[src/rtl/spi_pkg.sv]
// rtl/spi_pkg.sv - shared constants and FSM encoding for the SPI LCD slave
package spi_pkg;
    localparam int SPI_BYTE_W      = 8;
    localparam int SPI_SYNC_STAGES = 2;

    typedef enum logic {
        SPI_IDLE   = 1'b0,
        SPI_ACTIVE = 1'b1
    } spi_state_e;
endpackage

[src/rtl/spi_rx_fifo.sv]
// rtl/spi_rx_fifo.sv - show-ahead received-byte FIFO, drops pushes when full
module spi_rx_fifo #(
    parameter int DEPTH = 4,
    parameter int W     = 8
) (
    input  logic         clk,
    input  logic         rst,
    input  logic         push_i,
    input  logic [W-1:0] push_data_i,
    input  logic         pop_i,
    output logic [W-1:0] data_o,
    output logic         valid_o,
    output logic         full_o,
    output logic         overflow_o
);
    localparam int AW = $clog2(DEPTH);
    localparam int CW = AW + 1;
    localparam logic [CW-1:0] FULL_CNT = CW'(DEPTH);

    logic [W-1:0]  mem_q [DEPTH];
    logic [AW-1:0] wr_ptr_q, rd_ptr_q;
    logic [CW-1:0] count_q;
    logic          overflow_q;
    logic          do_pop, do_push;

    assign valid_o    = (count_q != '0);
    assign full_o     = (count_q == FULL_CNT);
    assign data_o     = mem_q[rd_ptr_q];
    assign overflow_o = overflow_q;

    // A simultaneous pop frees the head slot, so a full FIFO may still accept.
    assign do_pop  = pop_i && valid_o;
    assign do_push = push_i && (!full_o || do_pop);

    always_ff @(posedge clk) begin
        if (rst) begin
            for (int i = 0; i < DEPTH; i++) mem_q[i] <= '0;
            wr_ptr_q   <= '0;
            rd_ptr_q   <= '0;
            count_q    <= '0;
            overflow_q <= 1'b0;
        end else begin
            if (do_push) begin
                mem_q[wr_ptr_q] <= push_data_i;
                wr_ptr_q        <= wr_ptr_q + AW'(1);
            end
            if (do_pop) rd_ptr_q <= rd_ptr_q + AW'(1);
            if (do_push && !do_pop) count_q <= count_q + CW'(1);
            else if (do_pop && !do_push) count_q <= count_q - CW'(1);
            if (push_i && !do_push) overflow_q <= 1'b1;
        end
    end
endmodule

[src/rtl/spi_lcd_slave.sv]
// rtl/spi_lcd_slave.sv - SPI mode-0 slave receiving LCD bytes into a FIFO
// Optional miso echo of the previous frame's last byte: SPI_SLAVE_ECHO_EN.
module spi_lcd_slave
    import spi_pkg::*;
#(
    parameter int FIFO_DEPTH  = 4,
    parameter int SYNC_STAGES = SPI_SYNC_STAGES
) (
    input  logic                  clk,
    input  logic                  rst,
    input  logic                  ss,
    input  logic                  sclk,
    input  logic                  mosi,
    output logic                  miso,
    output logic [SPI_BYTE_W-1:0] rx_data,
    output logic                  rx_valid,
    input  logic                  rx_ready,
    output logic                  frame_active,
    output logic [7:0]            byte_count,
    output logic                  frame_err,
    output logic                  overflow
);
    // Synchronizer chains reset low so a slave select held low through reset
    // never looks like a fresh falling edge.
    logic [2:0] sync_q [SYNC_STAGES];
    logic       ss_s, sclk_s, mosi_s;
    logic       ss_prev_q, sclk_prev_q;

    always_ff @(posedge clk) begin
        if (rst) begin
            for (int i = 0; i < SYNC_STAGES; i++) sync_q[i] <= '0;
            ss_prev_q   <= 1'b0;
            sclk_prev_q <= 1'b0;
        end else begin
            sync_q[0] <= {ss, sclk, mosi};
            for (int i = 1; i < SYNC_STAGES; i++) sync_q[i] <= sync_q[i-1];
            ss_prev_q   <= ss_s;
            sclk_prev_q <= sclk_s;
        end
    end

    assign {ss_s, sclk_s, mosi_s} = sync_q[SYNC_STAGES-1];

    logic ss_fall, ss_rise, sclk_rise;
    assign ss_fall   = ss_prev_q && !ss_s;
    assign ss_rise   = !ss_prev_q && ss_s;
    assign sclk_rise = !sclk_prev_q && sclk_s;

    spi_state_e            state_q;
    logic [SPI_BYTE_W-1:0] shift_q;
    logic [2:0]            bit_cnt_q;
    logic [7:0]            byte_count_q;
    logic                  frame_active_q, frame_err_q;
    logic [SPI_BYTE_W-1:0] byte_next;
    logic                  byte_done;

    assign byte_next = {shift_q[SPI_BYTE_W-2:0], mosi_s};
    assign byte_done = (state_q == SPI_ACTIVE) && !ss_rise && sclk_rise && (bit_cnt_q == 3'd7);

`ifdef SPI_SLAVE_ECHO_EN
    logic                  sclk_fall;
    logic [SPI_BYTE_W-1:0] last_byte_q, tx_shift_q;
    logic                  miso_q;
    assign sclk_fall = sclk_prev_q && !sclk_s;
    assign miso      = miso_q;
`else
    assign miso = 1'b0;
`endif

    always_ff @(posedge clk) begin
        if (rst) begin
            state_q        <= SPI_IDLE;
            shift_q        <= '0;
            bit_cnt_q      <= '0;
            byte_count_q   <= '0;
            frame_active_q <= 1'b0;
            frame_err_q    <= 1'b0;
`ifdef SPI_SLAVE_ECHO_EN
            last_byte_q    <= '0;
            tx_shift_q     <= '0;
            miso_q         <= 1'b0;
`endif
        end else begin
            frame_err_q <= 1'b0;
            case (state_q)
                SPI_IDLE: begin
                    if (ss_fall) begin
                        state_q        <= SPI_ACTIVE;
                        bit_cnt_q      <= '0;
                        byte_count_q   <= '0;
                        frame_active_q <= 1'b1;
`ifdef SPI_SLAVE_ECHO_EN
                        tx_shift_q     <= last_byte_q;
                        miso_q         <= last_byte_q[SPI_BYTE_W-1];
`endif
                    end
                end
                SPI_ACTIVE: begin
                    if (ss_rise) begin
                        state_q        <= SPI_IDLE;
                        frame_active_q <= 1'b0;
                        frame_err_q    <= (bit_cnt_q != 3'd0);
                        bit_cnt_q      <= '0;
`ifdef SPI_SLAVE_ECHO_EN
                        miso_q         <= 1'b0;
`endif
                    end else begin
                        if (sclk_rise) begin
                            shift_q   <= byte_next;
                            bit_cnt_q <= bit_cnt_q + 3'd1;
                            if (bit_cnt_q == 3'd7) begin
                                if (byte_count_q != 8'hFF) byte_count_q <= byte_count_q + 8'd1;
`ifdef SPI_SLAVE_ECHO_EN
                                last_byte_q <= byte_next;
`endif
                            end
                        end
`ifdef SPI_SLAVE_ECHO_EN
                        if (sclk_fall) begin
                            tx_shift_q <= {tx_shift_q[SPI_BYTE_W-2:0], 1'b0};
                            miso_q     <= tx_shift_q[SPI_BYTE_W-2];
                        end
`endif
                    end
                end
                default: state_q <= SPI_IDLE;
            endcase
        end
    end

    assign frame_active = frame_active_q;
    assign byte_count   = byte_count_q;
    assign frame_err    = frame_err_q;

    logic fifo_full;

    spi_rx_fifo #(
        .DEPTH (FIFO_DEPTH),
        .W     (SPI_BYTE_W)
    ) u_fifo (
        .clk         (clk),
        .rst         (rst),
        .push_i      (byte_done),
        .push_data_i (byte_next),
        .pop_i       (rx_ready),
        .data_o      (rx_data),
        .valid_o     (rx_valid),
        .full_o      (fifo_full),
        .overflow_o  (overflow)
    );
endmodule

[config.mk]
export PLATFORM = sky130hd
export DESIGN_NAME = spi_lcd_slave
export DESIGN_NICKNAME = d
export VERILOG_FILES = /design/src/rtl/spi_pkg.sv /design/src/rtl/spi_rx_fifo.sv /design/src/rtl/spi_lcd_slave.sv
export SDC_FILE = /design/constraint.sdc
export NUM_CORES = 1
export LEC_CHECK = 0
export CAP_MARGIN = 30
export CORE_MARGIN = 2
export CORE_UTILIZATION = 60
export CTS_BUF_LIST = sky130_fd_sc_hd__clkbuf_4
export DETAILED_ROUTE_END_ITERATION = 16
export GPL_ROUTABILITY_DRIVEN = 0
export MAX_ROUTING_LAYER = met4
export PLACE_DENSITY = 0.94
export SYNTH_ARGS = -nofsm -noshare
export SYNTH_HDL_FRONTEND = slang
export SYNTH_SLANG_ARGS = --single-unit
[constraint.sdc]
create_clock -name clk -period 3.3 [get_ports clk]
set_clock_uncertainty 0.2 [all_clocks]
set_input_delay 0.66 -clock clk [delete_from_list [all_inputs] [get_ports clk]]
set_output_delay 0.66 -clock clk [all_outputs]
set_load 0.01 [all_outputs]
==> reports/summary.md <==
The shortest clock period the worst path allows after layout was 3.02 ns. The area overhead of the layout relative to synthesis is 14.0%. Using the TritonRoute via totals, the vias-per-cell ratio works out to 5.54. By count the netlist is led by 39 x sky130_fd_sc_hd__dfxtp_1, 32 x sky130_fd_sc_hd__and2_1, 32 x sky130_fd_sc_hd__edfxtp_1. For this configuration, the core starts out at a cell density of 62.2%.

Along the worst path, the maximum fanout reaches 8. The synthesized area divided by synthesized cell count came out at 11.9 um^2. For the worst setup path, the data arrival time is 2.16 ns. The tools report the count of H-tree levels built during CTS as 3. The floorplan step set the die width to 76.8 um.

Setup repair after global routing left no endpoint under its margin. The tools report the placed cell area as 3500 um^2. Among all cell types in the netlist, the one instantiated most often is sky130_fd_sc_hd__dfxtp_1. During I/O placement, the number of pins put on the boundary was 27. The logs give 20.5% for the global-route usage over all layers and 0 for the count of max-cap constraint violations. The residual antenna-violating net count after detailed routing is 0, and the number of synthesized flops with an enable pin is 32.

Hold is met by 0.234 ns. The final non-filler cell area came out at 3630 um^2. The floorplan has 26 rows. Before CTS, the worst setup slack after placement is 0.293 ns.

For the register-to-register path setup slack, the log shows 0.52 ns. Number of pins exceeding their max-slew limit in the final report: 0. The worst-case IR drop observed on VDD is 0.309 mV. Excluding fillers, the count of instances in the completed layout stands at 373. The transition at the pin with the smallest max-transition slack is 0.534 ns, and the number of placed instances with taps included is 357.

The total length of routed wires came out at 5.38 mm. Routed wire length per instance: 14.4 um. After clock tree synthesis, the flow added hold-fix buffers numbering 0.

The leakage power is 1.31 nW, and the number of clock sinks is 71. Of all flip-flops after synthesis, the portion carrying an async set or reset was 0%. Cell type with the largest total area after synthesis: sky130_fd_sc_hd__edfxtp_1. TritonCTS built the clock tree.

The commonest register cell after synthesis was sky130_fd_sc_hd__dfxtp_1. The first detailed-routing pass took 4 iterations. The tightest min-delay check is of the flip-flop to flip-flop type. By area the synthesized netlist is led by sky130_fd_sc_hd__edfxtp_1 30%, sky130_fd_sc_hd__dfxtp_1 25%, sky130_fd_sc_hd__and2_1 6.3%. Yosys printed 0 warnings. The clock-pin slew of the registers on the worst-case setup and hold paths was 0.14 ns; the sequential fraction of the synthesis area was 54.8%.

The count of filler cells inserted in the layout was 380. The run gives 9 as the number of buffers added by the clock tree synthesis step. The die span in y was 76.8 um. For this run the aggregate overflow at the end of global routing stands at 0. The antenna diode instance count was 0; the number of library cell types mapped by synthesis was 48. The root cell of the clock tree was sky130_fd_sc_hd__clkbuf_4. The tools report the summed instance area of the synthesized netlist as 3180 um^2. Detailed placement HPWL: 3.90 mm. The worst setup path is captured at an output port.

The endpoint of the worst hold path is sync_q[0][3]. The maximum clock path buffer count was 2; the maximum number of pins on one net before global-route repair was 20. Port buffering added 25 buffers. Across all setup checks in the final design, the least slack found is 0.279 ns.

Net count after synthesis: 279. The final-layout setup total negative slack is 0 ns, and the power per unit of standard cell area is 517 nW/um^2. The length in cells of the worst reg-to-reg path was 9; the post-CTS setup buffer count was 0. Setup violations remaining at the end of the flow were counted as 0. In this run the tightest slew margin relative to its limit is 64.3%.

After synthesis the netlist holds a flip-flop and latch count of 71. In the finished design, the share of the clock period the worst path needs comes to 91.6%. For the number of vias after detailed routing, the log shows 2068. The source-to-sink clock delay at the later pin of the worst-skew pair was 0.41 ns; the via count of the first global-routing pass was 1981. Of the cells placed in the final design, the portion with a size suffix greater than 1 is 14.9%. The critical path is of the flip-flop to output port type. The core region is 5110 um^2.

After the first detailed-routing iteration, the DRC count stood at 122. The cell depth of the worst min-delay path came out at 1. STA classifies the critical path startpoint as a flip-flop. For this run, design rule violations remaining after detail routing come to 0. Beginning of the worst hold path: sync_q[0][0].

The quantity of gates resized following cts came out at 0. The logs give 331 MHz for the maximum clock rate and 0 for the initial antenna violation count. Of the post-synthesis cell area, the dominant cell type holds 30.2%.

The flow ran to the end, and the final reports show no timing, DRC or antenna violations. The post-synthesis cell count is 267, and the total number of nets in the final design is 310. The capture instance of the worst register-to-register path was u_fifo.count_q[2]. The logs give 0 for the hold violation count in the final report and 5900 um^2 for the total die area. The tools report the worst reg2reg path startpoint as ss_prev_q. The run gives 2.44 ns as the required time at the worst-slack endpoint. The first global-routing pass estimated 9.11 mm of wire.
## cells in the final DEF, fill, tap and decap left out, drive strengths merged, types with 4 or more instances in the layout
cell type / count
mux4: 8
dfxtp: 39
a21oi: 10
clkdlybuf4s50: 25
edfxtp: 32
or3: 4
inv: 13
ha: 5
mux2i: 8
and2: 32
nand2: 6
nand2b: 6
nor2b: 13
nor2: 21
nand4: 6
nor4: 4
o21ai: 4
xor2: 4
nand3: 8
clkbuf: 9
o211ai: 5
buf: 7
## critical path, cell delays in order, from the launching register on
cell and delay (ns):
sky130_fd_sc_hd__dfxtp_1 0.68, sky130_fd_sc_hd__mux4_2 0.58, sky130_fd_sc_hd__clkdlybuf4s50_1 0.49
## worst max-delay path by stage
stage	to	cells after the start	slack, ns
floorplan	u_fifo.count_q[2]	10	0.86
global placement	u_fifo.count_q[2]	9	0.39
detailed placement	u_fifo.count_q[2]	9	0.29
CTS	rx_data[0]	2	0.23
global route	rx_data[0]	2	0.13
finish	rx_data[0]	2	0.28
## state kept, by name (all words and copies together), names as in the netlist, 2 cells and up, named ones only
signal           cells
byte_count           8
bit_cnt_q            3
u_fifo.mem_q        32
u_fifo.count_q       3
shift_q              7
sync_q               6
u_fifo.wr_ptr_q      2
u_fifo.rd_ptr_q      2
## per-layer routing
layer  routed length [um]  track usage (%)  vias to the layer above
li1                     -                -                     1023
met1                 2330             23.6                      995
met2                 2770             33.9                       38
met3                  166             3.53                       12
met4                  114             12.2                        0
met5                    0                -                        -
## cell type report
class	count	area (um^2)	share of cell area [%]
Inverter	10	37.5	1.04
Sequential cell	71	1740	48.0
Tap cell	70	87.6	2.42
Multi-Input combinational cell	174	1330	36.8
Timing Repair Buffer	32	303	8.35
Clock buffer	9	67.6	1.86
Clock inverter	7	55.1	1.52
## metrics by stage
| stage | util [%] | power [W] |
|---|---|---|
| after floorplan | - | 0.00127 |
| after global placement | 68.6 | 0.00139 |
| after detailed placement | 68.6 | 0.00140 |
| after CTS | 71.0 | 0.00189 |
| after global routing | 71.0 | 0.00197 |
| final | 71.0 | 0.00187 |
## cells by family after synthesis
kind of cell	share of synthesized area [%]
other cells	0.118
buf+inv	3.27
xor+xnor	1.10
compound gates	7.67
mux	8.54
simple gates	21.9
fa+ha+maj	2.60
flops	54.8
## report_power, final
part / switching [W] / internal [W]
registers: 0.0000720 / 0.000967
clock network: 0.000330 / 0.000163
logic: 0.000144 / 0.000198
total: 0.000546 / 0.00133
(Power assumes the default switching activity.)
==> variant, RTL diff (config.mk and constraints unchanged) <==
`SPI_BYTE_W`: 8 -> 10.
--- a/src/rtl/spi_pkg.sv
+++ b/src/rtl/spi_pkg.sv
@@ -1,5 +1,5 @@
 // rtl/spi_pkg.sv - shared constants and FSM encoding for the SPI LCD slave
 package spi_pkg;
-    localparam int SPI_BYTE_W      = 8;
+    localparam int SPI_BYTE_W      = 10;
     localparam int SPI_SYNC_STAGES = 2;
 
Interface: changed (resized rx_data); port bits go from 27 to 29. The function was not compared with the original's and may differ.
==> variant against the original RTL <==
Total power increased by 19%. Routed wire length increased by 23%. Register-to-register slack got worse by 100 ps. Setup slack improved by 99 ps. Core utilization increased by 1.2 points. Sequential power increased by 11%. Design area increased by 11%. Combinational power increased by 20%. Largest cell class unchanged. Die area increased by 9.2%. Area after synthesis increased by 9.8%. Worst hold slack improved by 25 ps. Sequential cell count increased by 10.
==> variant: results (changes against the original RTL) <==
cts:
  cts.reportedPaths.clkPinSlew_ps: 130
  numCtsBuffers: 9  # unchanged
  cts_root_buf: "clkbuf_4"
  post_cts_buffers: 0  # unchanged
  clock_latency_ps: 440  # +30 ps
  htreeDepth: 3  # unchanged
  postCtsResizedCells: 0  # unchanged
  clk_path_buf_depth: 2  # unchanged
logic_synthesis:
  synthFlopType: "dfxtp_1"
  synth_edf_count: 40  # +25%
  postSynthCellCount: 285  # +6.7%
  ys_seq_area_share_pct: 57.9  # +3.2 points
  yosys_warnings: 0  # unchanged
  async_flop_share_pct: 0  # unchanged
  synth_commonest_cells: "41 x dfxtp_1, 40 x and2_1, 40 x edfxtp_1"
  synthTopCellsByArea: "edfxtp_1 34%, dfxtp_1 24%, and2_1 7.2%"
  ys_types: 48  # unchanged
  synth_nets: 297  # +6.5%
finish:
  top_register: "u_fifo.mem_q"
  finalNonFillerCells: 397  # +6.4%
  layout-drive-gt1-share_pct: 14.2  # -0.70 points
  finalNetCount: 332  # +7.1%
  largest_reg_flops: 40  # +25%
  antenna_cells: 0  # unchanged
  fill_cells: 370  # -2.6%
placed_design:
  placed_cells: 381  # +6.7%
  dpl_cell_area_um2: 3860  # +10%
  portBuffers: 27  # +8.0%
  dp_hpwl_mm: 4.41  # +13%
hold_path:
  hp-class: "reg -> reg"
sta:
  worst_slew_pin_slew_ps: 685  # +150 ps
global_route:
  antenna_found_initial: 0  # unchanged
  grt_max_degree: 33  # +65%
  grt_pass1_wl_mm: 11.0  # +21%
  grt_usage_pct: 23.9  # +3.3 points
  grt_pass1_vias: 2242  # +13%
detailed_routing:
  drt_iter0_markers: 234  # +92%
  dr.pass1.iters: 4  # unchanged
  wl_mm: 6.63  # +23%
  vias_per_cell: 5.70  # +2.8%
power_and_ir_drop:
  cellLeakagePower_nw: 1.51  # +15%
  vdd_drop_max_mv: 0.382  # +24%
status:
  status: "finished, final reports clean"
worst_setup_path:
  worst_ep_arrival_time_ps: 2060  # -100 ps
  slowest_stage: "mux4_2"
  max_stage_delay_ps: 550  # -130 ps
  path_max_fanout: 10  # +2
job:
  max-cap-violations: 0  # unchanged
variant: path summary, 6_finish.rpt:
path / from / end / slack (ps) / cells past startpoint
worst max-delay path: flop / rx_data[2] / 380 / 3
worst min-delay path: sync_q[0][0] / sync_q[0][3] / 260 / 1
worst max register to register: bit_cnt_q[1] / u_fifo.count_q[2] / 420 / 11
worst min register to register: sync_q[0][0] / sync_q[0][3] / 260 / 1
variant: area by class of cell:
type	instances	area [um2]	share of cell area [%]
flip-flops and latches	81	2020	50.2
well taps	72	90.1	2.24
repair buffers	37	345	8.58
multi-input cells	184	1380	34.2
clock buffers	9	67.6	1.68
clock inverters	7	100	2.49
inverters	7	26.3	0.653
variant: where the power goes:
group	total [W]	internal (W)	switching (W)	leakage, nW
sequential	0.00115	0.00111	0.0000417	0.745
clock	0.000670	0.000314	0.000356	0.0875
combinational	0.000408	0.000227	0.000182	0.673
total	0.00223	0.00165	0.000579	1.51
variant: through the flow:
step | hold slack (ps) | setup slack (ps)
after floorplan | 214 | 442
after global placement | 219 | 65.0
after detailed placement | 229 | 7.24
after CTS | 259 | 364
after global routing | 266 | 227
final | 259 | 377
variant: kinds of logic (layout without fill, tap and decap cells):
family / Yosys count / count (layout) / share of synthesized area, %
flops: 81 / 81 / 57.9
fa+ha+maj: 6 / 6 / 2.37
xor+xnor: 5 / 5 / 1.25
compound gates: 35 / 35 / 6.35
simple gates: 117 / 117 / 20.0
buf+inv: 20 / 60 / 2.65
mux: 20 / 20 / 9.32
other cells: 1 / 1 / 0.107
variant: worst max-delay path: cells and delay by family (launching register included):
| family | cells | cell delay [ps] |
|---|---|---|
| DFF | 1 | 340 |
| muxes | 1 | 550 |
| buffers and inverters | 2 | 730 |
variant: routing by layer:
metal	wire (um)	global-route usage, %	vias to the layer above
met5	0	-	-
met4	144	9.83	0
met3	275	4.72	17
met2	3370	40.4	71
met1	2840	28.0	1070
li1	-	-	1104
